File: src/rtl/rr_mux_arbiter_if.sv
// Bundle of request/data/handshake signals around the shared 4:1 mux arbiter.
// Macro RR_MUX_ARBITER_LOCK_EN adds the lock input for burst ownership.
interface rr_mux_arbiter_if #(
  parameter int W = 8
);
  logic [3:0]     req;
  logic [4*W-1:0] din;
  logic [1:0]     sel;
  logic [3:0]     gnt;
  logic [3:0]     ack;
  logic [W-1:0]   dout;
  logic           out_valid;
  logic           out_ready;
`ifdef RR_MUX_ARBITER_LOCK_EN
  logic           lock;

  modport master (
    input  req, din, out_ready, lock,
    output sel, gnt, ack, dout, out_valid
  );

  modport slave (
    output req, din, out_ready, lock,
    input  sel, gnt, ack, dout, out_valid
  );
`else
  modport master (
    input  req, din, out_ready,
    output sel, gnt, ack, dout, out_valid
  );

  modport slave (
    output req, din, out_ready,
    input  sel, gnt, ack, dout, out_valid
  );
`endif
endinterface

File: src/rtl/rr_mux_arbiter.sv
// Round-robin arbiter sharing one 4:1 data mux, registered output with valid/ready.
// Macro RR_MUX_ARBITER_LOCK_EN: lock re-grants the acked requester ahead of round-robin.
//
// state  | meaning
// S_IDLE | no word held; arbitrate over req every cycle
// S_SEND | word held in dout for the granted requester, waiting for out_ready
module rr_mux_arbiter #(
  parameter int W = 8
) (
  input  logic              clk,
  input  logic              rst,
  rr_mux_arbiter_if.master  bus
);

  typedef enum logic {
    S_IDLE = 1'b0,
    S_SEND = 1'b1
  } state_t;

  state_t       r_state, w_state_n;
  logic [1:0]   r_last,  w_last_n;
  logic [1:0]   r_sel,   w_sel_n;
  logic [3:0]   r_gnt,   w_gnt_n;
  logic [W-1:0] r_dout,  w_dout_n;
  logic         r_valid, w_valid_n;

  logic         w_hs;
  logic [1:0]   w_base;
  logic [3:0]   w_cand;
  logic         w_keep;
  logic         w_found;
  logic [1:0]   w_win;
  logic [1:0]   w_idx;

  assign w_hs = (r_state == S_SEND) && bus.out_ready;

  // On a handshake the acked winner becomes the new base and is masked out.
  always_comb begin
    w_base  = r_last;
    w_cand  = bus.req;
    w_keep  = 1'b0;
    w_found = 1'b0;
    w_win   = r_last;
    w_idx   = r_last;
    if (w_hs) begin
      w_base = r_sel;
      w_cand = bus.req & ~r_gnt;
`ifdef RR_MUX_ARBITER_LOCK_EN
      w_keep = bus.lock && ((bus.req & r_gnt) != 4'b0000);
`endif
    end
    for (int i = 1; i <= 4; i++) begin
      w_idx = w_base + 2'(i);
      if (!w_found && w_cand[w_idx]) begin
        w_found = 1'b1;
        w_win   = w_idx;
      end
    end
    if (w_keep) begin
      w_found = 1'b1;
      w_win   = r_sel;
    end
  end

  always_comb begin
    w_state_n = r_state;
    w_last_n  = r_last;
    w_sel_n   = r_sel;
    w_gnt_n   = r_gnt;
    w_dout_n  = r_dout;
    w_valid_n = r_valid;
    case (r_state)
      S_IDLE: begin
        if (w_found) begin
          w_state_n = S_SEND;
          w_sel_n   = w_win;
          w_gnt_n   = 4'b0001 << w_win;
          w_dout_n  = bus.din[w_win*W +: W];
          w_valid_n = 1'b1;
        end
      end
      S_SEND: begin
        if (bus.out_ready) begin
          w_last_n = r_sel;
          if (w_found) begin
            w_sel_n   = w_win;
            w_gnt_n   = 4'b0001 << w_win;
            w_dout_n  = bus.din[w_win*W +: W];
          end else begin
            w_state_n = S_IDLE;
            w_gnt_n   = 4'b0000;
            w_valid_n = 1'b0;
          end
        end
      end
      default: w_state_n = S_IDLE;
    endcase
  end

  always_ff @(posedge clk or posedge rst) begin
    if (rst) begin
      r_state <= S_IDLE;
      r_last  <= 2'd3;
      r_sel   <= 2'd0;
      r_gnt   <= 4'b0000;
      r_dout  <= '0;
      r_valid <= 1'b0;
    end else begin
      r_state <= w_state_n;
      r_last  <= w_last_n;
      r_sel   <= w_sel_n;
      r_gnt   <= w_gnt_n;
      r_dout  <= w_dout_n;
      r_valid <= w_valid_n;
    end
  end

  assign bus.sel       = r_sel;
  assign bus.gnt       = r_gnt;
  assign bus.dout      = r_dout;
  assign bus.out_valid = r_valid;
  assign bus.ack       = w_hs ? r_gnt : 4'b0000;

endmodule

File: src/flat_wrapper.sv
// flat-port wrapper written by rule: the top's interface ports become plain ports
module rr_mux_arbiter_flat 
#(
  parameter int W = 8
)
  (clk, rst, bus_req, bus_din, bus_out_ready, bus_sel, bus_gnt, bus_ack, bus_dout, bus_out_valid);
  rr_mux_arbiter_if #(.W(W)) bus_i ();
  input  logic clk;
  input  logic rst;
  input wire logic [$bits(bus_i.req)-1:0] bus_req;
  input wire logic [$bits(bus_i.din)-1:0] bus_din;
  input wire logic [$bits(bus_i.out_ready)-1:0] bus_out_ready;
  output wire logic [$bits(bus_i.sel)-1:0] bus_sel;
  output wire logic [$bits(bus_i.gnt)-1:0] bus_gnt;
  output wire logic [$bits(bus_i.ack)-1:0] bus_ack;
  output wire logic [$bits(bus_i.dout)-1:0] bus_dout;
  output wire logic [$bits(bus_i.out_valid)-1:0] bus_out_valid;
  assign bus_i.req = bus_req;
  assign bus_i.din = bus_din;
  assign bus_i.out_ready = bus_out_ready;
  assign bus_sel = bus_i.sel;
  assign bus_gnt = bus_i.gnt;
  assign bus_ack = bus_i.ack;
  assign bus_dout = bus_i.dout;
  assign bus_out_valid = bus_i.out_valid;
  rr_mux_arbiter #(.W(W)) u_core (.clk(clk), .rst(rst), .bus(bus_i));
endmodule
File: config.mk
export PLATFORM = sky130hd
export DESIGN_NAME = rr_mux_arbiter_flat
export DESIGN_NICKNAME = d
export VERILOG_FILES = /design/src/rtl/rr_mux_arbiter_if.sv /design/src/rtl/rr_mux_arbiter.sv /design/src/flat_wrapper.sv
export SDC_FILE = /design/constraint.sdc
export NUM_CORES = 1
export LEC_CHECK = 0
export ABC_AREA = 1
export ABC_CLOCK_PERIOD_IN_PS = 4750
export BUFFER_PORTS_ARGS = -buffer_cell sky130_fd_sc_hd__buf_2
export CORE_MARGIN = 3
export CORE_UTILIZATION = 50
export CTS_CLUSTER_DIAMETER = 200
export DETAILED_ROUTE_END_ITERATION = 8
export GPL_TIMING_DRIVEN = 0
export HOLD_SLACK_MARGIN = 0.08
export PLACE_DENSITY = 0.91
export SLEW_MARGIN = 10
export SYNTH_ARGS = -nofsm -noshare
export SYNTH_HDL_FRONTEND = slang
export SYNTH_SLANG_ARGS = --single-unit
File: constraint.sdc
create_clock -name clk -period 4.75 [get_ports clk]
set_input_delay 0.7125 -clock clk [delete_from_list [all_inputs] [get_ports clk]]
set_output_delay 0.7125 -clock clk [all_outputs]
set_load 0.02 [all_outputs]
# Word-level counts from Yosys, hierarchy flattened
# Index checks and enable logic that the tools add are counted.
# word_totals
reg_bits	18
input_bits	39
output_inout_bits	19
elab_cells	67
# classes
add_sub_neg	3
magnitude_cmp	4
eq_ne	3
n_shift	2
mux	36
bitwise_logic	3
n_reduce_logical	10
# op_table
cell	count
$shiftx A32 B6 Y8	1
$mux W4	5
$mux W8	2
$pmux W8 S2	1
$mux W2	7
$mux W1	13
$lt A2 B3 Y1 const B	4
$bmux W1 S2	4
$pmux W4 S2	1
$add A2 B2 Y2 const B	2
$and A4 B4 Y4	1
$logic_and A1 B1 Y1	4
$ne A2 B2 Y1 const B	2
$not A4 Y4	1
$pmux W1 S2	2
$pmux W2 S2	1
$reduce_and A2 Y1	2
$shl A1 B2 Y4 const A	1
$logic_not A1 Y1	3
$reduce_and A3 Y1	1
$add A2 B1 Y2 const B	1
$ne A2 B1 Y1 const B	1
$not A1 Y1	1

# Longest topological paths before layout
# depth
ltp_word	19
ltp_mapped	20
ltp_nobuf	18

# Worst setup path before layout
# OpenSTA, ideal clock, no wires.
# synth_path
kind	input to register
startpoint	in bus_out_ready
endpoint	reg u_core.r_dout[7] (netlist: u_core.bus.dout[7])
t_arrival_ns	2.170
slack_ns	2.463
path_stages	19
path_buffers	2
path_cell_list	buf_6 -> nand3_4 -> nand2_4 -> nand2_1 -> nand2_2 -> nand2_2 -> nand2_4 -> nand2_2 -> nor2_8 -> nand2_1 -> nand2_2 -> nand2_4 -> buf_6 -> nand3_1 -> nand2_1 -> nand2_1 -> nand2_1 -> nand2_1 -> nand2_1
# synth_between
elab_chain_cells	19
# synth_lines
item	line	rtl
start: declaration	flat_wrapper.sv:12	input wire logic [$bits(bus_i.out_ready)-1:0] bus_out_ready;
$logic_and A1 B1 Y1	rr_mux_arbiter.sv:35	assign w_hs = (r_state == S_SEND) && bus.out_ready;
$mux W2	rr_mux_arbiter.sv:45	if (w_hs) begin
$add A2 B1 Y2	rr_mux_arbiter.sv:53	w_idx = w_base + 2'(i);
$bmux W1 S2	rr_mux_arbiter.sv:54	if (!w_found && w_cand[w_idx]) begin
$mux W1 (not written as such)	rr_mux_arbiter.sv:54	
$mux W1	rr_mux_arbiter.sv:54	
$logic_not A1 Y1	rr_mux_arbiter.sv:54	
$logic_and A1 B1 Y1	rr_mux_arbiter.sv:54	
(+3 left out)	--	
$mux W1	rr_mux_arbiter.sv:54	
$logic_not A1 Y1	rr_mux_arbiter.sv:54	
$logic_and A1 B1 Y1	rr_mux_arbiter.sv:54	
$mux W2	rr_mux_arbiter.sv:54	
$shiftx A32 B6 Y8	rr_mux_arbiter.sv:78, rr_mux_arbiter.sv:88	
$mux W8	rr_mux_arbiter.sv:74, rr_mux_arbiter.sv:85	
$mux W8	rr_mux_arbiter.sv:83	if (bus.out_ready) begin
$pmux W8 S2	rr_mux_arbiter.sv:72	case (r_state)
end signal: assignment	rr_mux_arbiter.sv:113	r_dout <= w_dout_n;
end: declaration	rr_mux_arbiter.sv:24	logic [W-1:0] r_dout, w_dout_n;
# Parallel ways exist; a longest one is shown, timed or not. The select of a mux whose other input is x is not followed.
# A chain may end at the register's enable or synchronous reset.

# Final worst setup path
# layout_path
startpoint	in bus_out_ready
endpoint	reg u_core.r_dout[2] (netlist: u_core.bus.dout[2])
# Same word-level chain as after synthesis.

==> summary.md <==
| Metric | Value |
|---|---|
| Post-synth cell types | `20` |
| Highest routed layer | `met4` |
| First DRT Iteration DRCs | `roughly 130` |
| Die area | `3960 µm²` |
| Clock slew at reported path FFs | `roughly 100 ps` |
| Cell count after synthesis | `between 200 and 250` |
| Clk root buf | `clkbuf_4` |
| Most common cell after layout, fill and taps aside | `nand2_1` |
| Num CTS Buffers | `3` |
| Antenna-violating nets left | `0` |
| Element type at the critical path start | `input port` |
| Ranking of synthesized cells by area | `dfrtp_1, nand2_1, nand3_1, nand3_2, nand2_2` |
| I/O Buffers | `57` |
| RSZ-0062 raised after global routing | `false` |
| VDD IR max | `slightly below 0.0004 V` |
| Clock latency at the later pin of the worst-skew pair | `300 ps` |
| # IOs | `between 50 and 60` |
| H-Tree Level Count | `1` |
| Final worst path period need | `~2400 ps` |
| CTS Buffer Depth | `2` |
| Worst Path Required | `slightly below 5000 ps` |
| Met3 routed WL | `approximately 240 µm` |
| Post-route clock period utilization | `roughly 50%` |
| Crit-path max cell delay | `approximately 210 ps` |
| Crit-path cells | `buf_2 -> buf_6 -> nand3_4 -> nand2_4 -> nand2_1 -> nand2_2 -> nand2_1 -> nand2_2 -> inv_2 -> nor2_8 -> nand3_2 -> buf_6 -> nand3_1 -> nand2_1 -> nand2_1 -> nand2_1 -> nand2_1 -> nand2_1` |
| GRT Overall Usage | `roughly 20%` |
| Post-CTS Setup Bufs | `0` |
| Setup Viol. Count Final | `0` |
| Placed insts | `around 340` |
| Mapped Avg Cell Area | `between 6 and 7 µm²` |
| Drt wl/cell | `about 11 µm` |
| Met2 WL | `between 1500 and 2000 µm` |
| Layout cells sized above 1 | `a little under two fifths` |
| Max-Cap Viols | `0` |
| Routability cong. | `0.886` |
| Flops & latches, synth | `18` |
| Worst EP arrival | `between 2000 and 3000 ps` |
| Worst path slowest cell | `buf_6` |
| Layout Utilization | `64.5%` |
| Power per cell area | `between 600 and 700 nW/µm²` |
| Most frequent cells in the layout | `nand2_1, buf_2, nand3_1` |
| TritonCTS clock tree | `done` |
| Core area | `just over 3000 µm²` |
| Synth Net Count | `about 280` |
| Final WL | `just under 4000 µm` |
| Met1 Wirelength | `approximately 1700 µm` |
| Vias in the first global route | `around 1,600` |
| Hold_ws | `475 ps` |
| Vias/cell | `between 5 and 6` |
| Pre-antenna DRT Iters | `4` |
| Cell Count, Final, Fillers Out | `about 340` |
| Antenna violations before repair | `0` |
| First-pass GRT wire length | `6770 µm` |
| Total gr overflow | `0` |
| Fin. Hold Viols | `0` |
| Area Growth Syn to Fin | `22.6%` |
| Status | `finished, final reports clean` |
| Maximum net fanout on the critical path | `10` |
| Setup TNS | `0 ps` |
| Skew final | `about 9 ps` |
| DIE WIDTH | `about 63 µm` |
| Final-report max-slew violation count | `0` |
| Die H | `roughly 63 µm` |
| TritonCTS Sinks | `18` |
| Ys Warns | `0` |
| Hold buffer count at cts | `0` |
| Starting Density | `between 50% and 60%` |
| Nets | `around 340` |
| Critical Path End Type | `flop` |
| Fmax | `about 420 MHz` |
| Most numerous cell on the critical path | `nand2_1` |
| CTS resizes | `0` |
| Mapped Area | `roughly 1600 µm²` |
| DRC | `0` |
| Largest net degree at the start of global routing | `19` |
| Row Count | `20` |
| Via count | `1,719` |
| Crit path kind | `input port to flop` |
| Leakage power | `approximately 1.2 nW` |
| Sequential area share after synthesis | `between 20% and 30%` |
| DPL Wire Length | `roughly 3100 µm` |
| Slew headroom | `~58%` |
| Diodes inserted | `0` |
| Yosys top cell by area | `dfrtp_1` |
| Worst Hold Class | `input port to asynchronous set/reset pin` |
| Yosys top cell area share | `approximately 25%` |
| Worst-Margin Slew | `between 600 and 700 ps` |
==> synthesized netlist by cell type <==
| cell | count |
|---|---|
| nand2_1 | 102 |
| nand3_1 | 42 |
| dfrtp_1 | 16 |
| nand2_2 | 16 |
| nand3_2 | 13 |
| inv_1 | 12 |
| buf_6 | 6 |
| nand2_4 | 6 |
| o21ai_0 | 6 |
| inv_2 | 3 |
| buf_2 | 2 |
| dfstp_2 | 2 |
| o31ai_1 | 2 |
| o31ai_2 | 2 |
| nand3_4 | 1 |
| nand4_2 | 1 |
| nor2_8 | 1 |
| o211ai_1 | 1 |
| o21ai_1 | 1 |
| o21ai_2 | 1 |
==> per-layer routing <==
| metal | track usage, % | vias up |
|---|---|---|
| met4 | 4.96 | 0 |
| met2 | 34.8 | 55 |
| met3 | 3.96 | 7 |
| li1 | - | 891 |
| met5 | 0 | - |
| met1 | 26.5 | 766 |
==> registers in the layout, summed over array words and instances, names as in the netlist <==
register	count
u_core.bus.gnt	4
u_core.r_state	1
u_core.bus.sel	2
u_core.bus.dout	8
u_core.r_last	2
u_core.bus.out_valid	1
==> worst max-delay path: cells and delay by family <==
family                 cells  cell delay [ps]
AND/OR/NAND/NOR           14             1260
buffers and inverters      4              570
==> power by group <==
| part | total (mW) | switching, mW | leakage, nW | internal [mW] |
|---|---|---|---|---|
| combinational | 0.908 | 0.604 | 0.949 | 0.304 |
| clock | 0.0772 | 0.0445 | 0.0150 | 0.0327 |
| sequential | 0.273 | 0.0495 | 0.220 | 0.223 |
==> cells by family (layout without fill, tap and decap cells) <==
logic type	count (synthesis)	in the layout	share of synthesized area, %
AOI/OAI and AO/OA	13	13	5.64
buffers and inverters	23	84	8.27
DFF	18	18	28.0
and+or+nand+nor	182	182	58.1
==> layout make-up <==
cell class              instances  area, µm²
fillers                       302       1090
inverters                      15       56.3
repair buffers                 57        285
plain buffers                   8       77.6
flip-flops and latches         18        453
multi-input cells             195       1030
clock buffers                   4       26.3
well taps                      44       55.1
==> stage by stage <==
stage / setup slack (ps) / power (mW) / area, µm²
after floorplan: 2460 / 0.965 / 1620
after global placement: 2110 / 1.16 / 1960
after detailed placement: 2080 / 1.18 / 1960
after CTS: 2400 / 1.26 / 1990
after global routing: 2170 / 1.39 / 1990
final: 2390 / 1.26 / 1990
==> worst paths after layout <==
kind | end | from | slack, ps | depth (start not counted)
hold / removal | u_core.bus.dout[6] | rst | 480 | 2
max in group asynchronous | u_core.bus.dout[7] | rst | 3860 | 2
setup / recovery | u_core.bus.dout[2] | bus_out_ready | 2390 | 18
setup reg to reg | u_core.bus.dout[2] | u_core.r_state | 2430 | 18
hold reg to reg | u_core.bus.dout[4] | u_core.bus.dout[4] | 490 | 2
min in group clk | u_core.bus.dout[4] | u_core.bus.dout[4] | 490 | 2
No activity file was read; power rests on OpenSTA's default activity.
